--- config.mk ---
export PLATFORM = sky130hd
export DESIGN_NAME = cnt_seq_ctrl
export DESIGN_NICKNAME = d
export VERILOG_FILES = /design/src/rtl/cnt_seq_pkg.sv /design/src/rtl/cnt_seq_prescaler.sv /design/src/rtl/cnt_seq_ctrl.sv
export SDC_FILE = /design/constraint.sdc
export NUM_CORES = 1
export LEC_CHECK = 0
export BUFFER_PORTS_ARGS = -buffer_cell sky130_fd_sc_hd__buf_2
export CAP_MARGIN = 20
export CELL_PAD_IN_SITES_DETAIL_PLACEMENT = 0
export CELL_PAD_IN_SITES_GLOBAL_PLACEMENT = 2
export CORE_MARGIN = 1
export CORE_UTILIZATION = 33
export CTS_CLUSTER_DIAMETER = 80
export DETAILED_ROUTE_END_ITERATION = 10
export PLACE_DENSITY = 0.85
export SYNTH_ARGS = -nofsm -noshare
export SYNTH_HDL_FRONTEND = slang
export SYNTH_SLANG_ARGS = --single-unit
--- constraint.sdc ---
create_clock -name clk -period 4.7 [get_ports clk]
set_clock_uncertainty 0.05 [all_clocks]
set_input_delay 0.47 -clock clk [delete_from_list [all_inputs] [get_ports clk]]
set_output_delay 0.47 -clock clk [all_outputs]
set_load 0.03 [all_outputs]
--- src/rtl/cnt_seq_pkg.sv ---
// cnt_seq_pkg: shared types and constants for the counter sequencer.
package cnt_seq_pkg;

  localparam int CNT_W = 8;

  localparam logic [1:0] CFG_START    = 2'd0;
  localparam logic [1:0] CFG_END      = 2'd1;
  localparam logic [1:0] CFG_PRESCALE = 2'd2;

  typedef enum logic [2:0] {
    IDLE = 3'd0,
    TURN = 3'd1,
    LOAD = 3'd2,
    RUN  = 3'd3,
    DONE = 3'd4
  } cnt_seq_state_e;

  // Register file contents.
  typedef struct packed {
    logic [CNT_W-1:0] start_val;
    logic [CNT_W-1:0] end_val;
    logic [CNT_W-1:0] prescale;
  } cnt_seq_cfg_t;

endpackage

--- src/rtl/cnt_seq_prescaler.sv ---
// cnt_seq_prescaler: free-running divider; tick every div+1 cycles after clr drops.
module cnt_seq_prescaler
  import cnt_seq_pkg::*;
(
  input  logic             clk,
  input  logic             rst_n,
  input  logic             clr,
  input  logic [CNT_W-1:0] div,
  output logic             tick
);

  logic [CNT_W-1:0] pre_cnt_q, pre_cnt_d;

  assign tick = (pre_cnt_q == div);

  // Held at zero while cleared so the first enabled cycle starts a fresh period.
  always_comb begin
    pre_cnt_d = pre_cnt_q + 1'b1;
    if (clr || tick) pre_cnt_d = '0;
  end

  // Prescaler count register.
  always_ff @(posedge clk or negedge rst_n) begin
    if (!rst_n) pre_cnt_q <= '0;
    else        pre_cnt_q <= pre_cnt_d;
  end

endmodule

--- src/rtl/cnt_seq_ctrl.sv ---
// cnt_seq_ctrl: sequences prog_counter8 from START to END at a prescaled rate,
// with a one-cycle uio bus turnaround before each load.
// Optional macro CNT_SEQ_AUTORELOAD_EN: loop START->END until stop instead of
// returning to IDLE after each run.
module cnt_seq_ctrl
  import cnt_seq_pkg::*;
#(
  parameter int W = CNT_W
) (
  input  logic         clk,
  input  logic         rst_n,
  input  logic         start,
  input  logic         stop,
  input  logic         cfg_we,
  input  logic [1:0]   cfg_addr,
  input  logic [W-1:0] cfg_data,
  input  logic [W-1:0] cnt_q,
  output logic         cnt_en,
  output logic         cnt_load,
  output logic [W-1:0] cnt_load_val,
  output logic         cnt_oe,
  output logic         busy,
  output logic         done
);

  cnt_seq_state_e state_q, state_d;
  cnt_seq_cfg_t   cfg_q, cfg_d;
  logic           tick;
  logic           at_end;

  assign at_end       = (cnt_q == cfg_q.end_val);
  assign cnt_load_val = cfg_q.start_val;

  // Prescaler restarts its period on every entry to RUN.
  cnt_seq_prescaler u_pre (
    .clk   (clk),
    .rst_n (rst_n),
    .clr   (state_q != RUN),
    .div   (cfg_q.prescale),
    .tick  (tick)
  );

  // Config writes land only in IDLE; reserved address is dropped.
  always_comb begin
    cfg_d = cfg_q;
    if (cfg_we && (state_q == IDLE)) begin
      unique case (cfg_addr)
        CFG_START:    cfg_d.start_val = cfg_data;
        CFG_END:      cfg_d.end_val   = cfg_data;
        CFG_PRESCALE: cfg_d.prescale  = cfg_data;
        default:      cfg_d = cfg_q;
      endcase
    end
  end

  // Register file.
  always_ff @(posedge clk or negedge rst_n) begin
    if (!rst_n) cfg_q <= '0;
    else        cfg_q <= cfg_d;
  end

  // Next-state logic; stop overrides everything, a same-cycle write suppresses start.
  always_comb begin
    state_d = state_q;
    if (stop) begin
      state_d = IDLE;
    end else begin
      unique case (state_q)
        IDLE: if (start && !cfg_we) state_d = TURN;
        TURN: state_d = LOAD;
        LOAD: state_d = RUN;
        RUN:  if (tick && at_end) state_d = DONE;
`ifdef CNT_SEQ_AUTORELOAD_EN
        DONE: state_d = TURN;
`else
        DONE: state_d = IDLE;
`endif
        default: state_d = IDLE;
      endcase
    end
  end

  // State register.
  always_ff @(posedge clk or negedge rst_n) begin
    if (!rst_n) state_q <= IDLE;
    else        state_q <= state_d;
  end

  // Output decode; strobes are masked by stop so the counter holds on abort.
  always_comb begin
    cnt_en   = 1'b0;
    cnt_load = 1'b0;
    cnt_oe   = 1'b1;
    busy     = 1'b0;
    done     = 1'b0;
    unique case (state_q)
      IDLE: ;
      TURN: begin
        cnt_oe = 1'b0;
        busy   = 1'b1;
      end
      LOAD: begin
        cnt_oe   = 1'b0;
        cnt_load = !stop;
        busy     = 1'b1;
      end
      RUN: begin
        busy   = 1'b1;
        cnt_en = tick && !at_end && !stop;
      end
      DONE: begin
        done = !stop;
`ifdef CNT_SEQ_AUTORELOAD_EN
        busy = 1'b1;
`endif
      end
      default: ;
    endcase
  end

endmodule
==> flow_summary.yaml <==
timing:
  period_minus_slack_ns: 2.21
  finalHoldViolCount: 0
  slew_violations: 0
  timing.final.ws_setup_ns: 2.49
  slew_headroom_pct: 48.4
  setup_viol: 0
  rsz0062_at_grt: "false"
  finalCritPeriodShare_pct: 47.0
  worst_pin_slew_ns: 0.774
  max_freq_mhz: 453
  tns_ns: 0
synth:
  syn_area_per_cell_sq_um: 12.4
  synth_cell_types: 25
  synthesis.nets: 160
  syn_area_sq_um: 1690
  ys_async_sr_fraction_pct: 100
  synth_xor_area_share_pct: 11.9
  synth_flop_cell: "dfrtp_1"
  muxShareOfSynthArea_pct: 16.0
  synth_top_cell_by_area: "dfrtp_1"
  netlist.area_leader.share_pct: 51.9
  synth_compound_area_share_pct: 1.41
  synth_top_family_by_area: "multiplexers"
  yosys.area_share.adder_pct: 0.741
  syn_inst: 136
  yosys.area_share.simple_pct: 13.9
  synth_edf_count: 0
  ys_top_cells_by_area: "dfrtp_1, mux2_2, xnor2_1"
  yosysWarnings: 0
  seq_area_frac_synth_pct: 51.9
  ys_ff_latch: 35
placed_design:
  placed_area_sq_um: 1880
  hpwl_microns: 2380
  portBuffers: 35
  pre_cts_slack_ns: 2.69
  gp_congestion: 0.786
floorplan:
  io-pin-count: 36
  initial_core_util_pct: 35.0
  dieHeight_microns: 73.5
  core_sq_um: 4820
  die_area_sq_um: 5400
  num_rows: 25
  dieWidth_microns: 73.5
drt:
  antenna_left: 0
  drtIter0Drc: 50
  drt-total-wl_microns: 3090
  vias: 1087
  via_per_inst: 4.59
  drtPass1Iterations: 3
  post_drt_wl_per_cell_microns: 13.0
  drc_errors: 0
setup_path:
  arrival_ns: 1.69
  start_kind: "flip-flop"
  path_class: "flip-flop to primary output"
  crit_path_max_fanout: 6
  critPathCaptureType: "primary output"
  crit_required_ns: 4.18
power:
  leakagePower_nw: 0.878
  p_sw_share_pct: 28.6
  p_int_w: 0.000587
  pwr-share-comb_pct: 23.7
  p_seq_share_pct: 47.9
  switching_power_w: 0.000235
  p_clk_share_pct: 28.4
  vdd_drop_max_mv: 0.197
  power_w: 0.000821
  p_per_area_nw_per_um2: 414
global_route:
  grt_pass1_vias: 1186
  grt_pass1_wl_microns: 5440
  grt_start_max_net_pins: 36
  gr-total-overflow: 0
  grt_usage_pct: 13.5
  antenna_found_initial: 0
clocking:
  cts_sinks: 35
  clk_latency_ns: 0.28
  htreeDepth: 2
  cts_max_path_buffers: 2
  ctsHoldBuffers: 0
  cts_tree: "yes"
  postCtsSetupBuffers: 0
  clockRootBuffer: "clkbuf_8"
  cts.repair.resized: 0
  cts_buffers: 5
  clkTransAtPathRegs_ns: 0.07
final_layout:
  final_cell_mix: "dfrtp_1, buf_2, mux2_2"
  n_antenna_cell: 0
  stdcell_area_sq_um: 1980
  areaGrowthSynthToFinish_pct: 17.4
  drive_above_1_share_pct: 41.2
  nets: 193
hold_path:
  hold_class: "primary input to asynchronous set/reset pin"
status:
  status: "complete, no violations"
run:
  maxCapViolations: 0
## cell type report
cell class / instances / area, sq um
sequential: 35 / 876
tap: 67 / 83.8
clock buffer: 8 / 100
multi-input combinational: 91 / 743
timing repair buffer: 35 / 175
inverter: 1 / 3.75
fill: 491 / 2840
## cells by family after synthesis
kind of cell | after synthesis
fa+ha+maj | 1
compound gates | 4
simple gates | 39
xor+xnor | 23
buf+inv | 10
flops | 35
mux | 24
## final timing paths
path / startpoint / to / slack (ns) / depth (start not counted)
setup reg to reg: state_q[0] / cnt_load_val[6] / 2.76 / 3
hold reg to reg: cnt_load_val[4] / cnt_load_val[4] / 0.45 / 1
max in group asynchronous: rst_n / u_pre.pre_cnt_q[2] / 3.89 / 1
min in group clk: cfg_data[2] / cfg_q[10] / 0.39 / 2
setup / recovery: u_pre.pre_cnt_q[0] / cnt_en / 2.49 / 5
hold / removal: rst_n / cfg_q[10] / 0.21 / 1
## state kept, by name, indices dropped and copies added (netlist names)
register         cells
cfg_q               16
state_q              3
u_pre.pre_cnt_q      8
cnt_load_val         8
## metrics by stage
step	utilization (%)	hold WS, ns	cells
after floorplan	-	0.124	136
after CTS	41.1	0.235	237
final	41.1	0.209	237
after global routing	41.1	0.278	237
after global placement	39.1	0.435	229
after detailed placement	39.1	0.441	229
## power groups by stage
stage / Clock [W] / Sequential (W) / Combinational [W]
after detailed placement: 0 / 0.000400 / 0.000197
final: 0.000233 / 0.000393 / 0.000195
after floorplan: 0 / 0.000390 / 0.000172
after CTS: 0.000243 / 0.000394 / 0.000198
after global routing: 0.000255 / 0.000403 / 0.000212
after global placement: 0 / 0.000396 / 0.000193
## cell usage after synthesis (2+ instances only)
cell and number:
dfrtp_1 35, mux2_2 24, xnor2_1 17, nor2_1 15, buf_4 8, xor2_1 6, nand3_1 5, nand4_1 4
and3_1 3, a21oi_1 2, nand3b_1 2, or2_2 2
## layer usage
layer / up-vias / wire length, microns / global-route usage (%)
met5: - / 0 / 0
met4: 0 / 53 / 5.77
met3: 7 / 120 / 3.29
met2: 30 / 1430 / 21.2
met1: 520 / 1480 / 17.7
li1: 530 / - / -
## critical path, cell delays in order (launching register included)
cell and delay (ns):
dfrtp_1 0.45, xnor2_1 0.17, nand4_1 0.19, nor2_1 0.21
and3b_1 0.19, buf_2 0.19
Note: power is estimated with default switching activity, not from simulation.
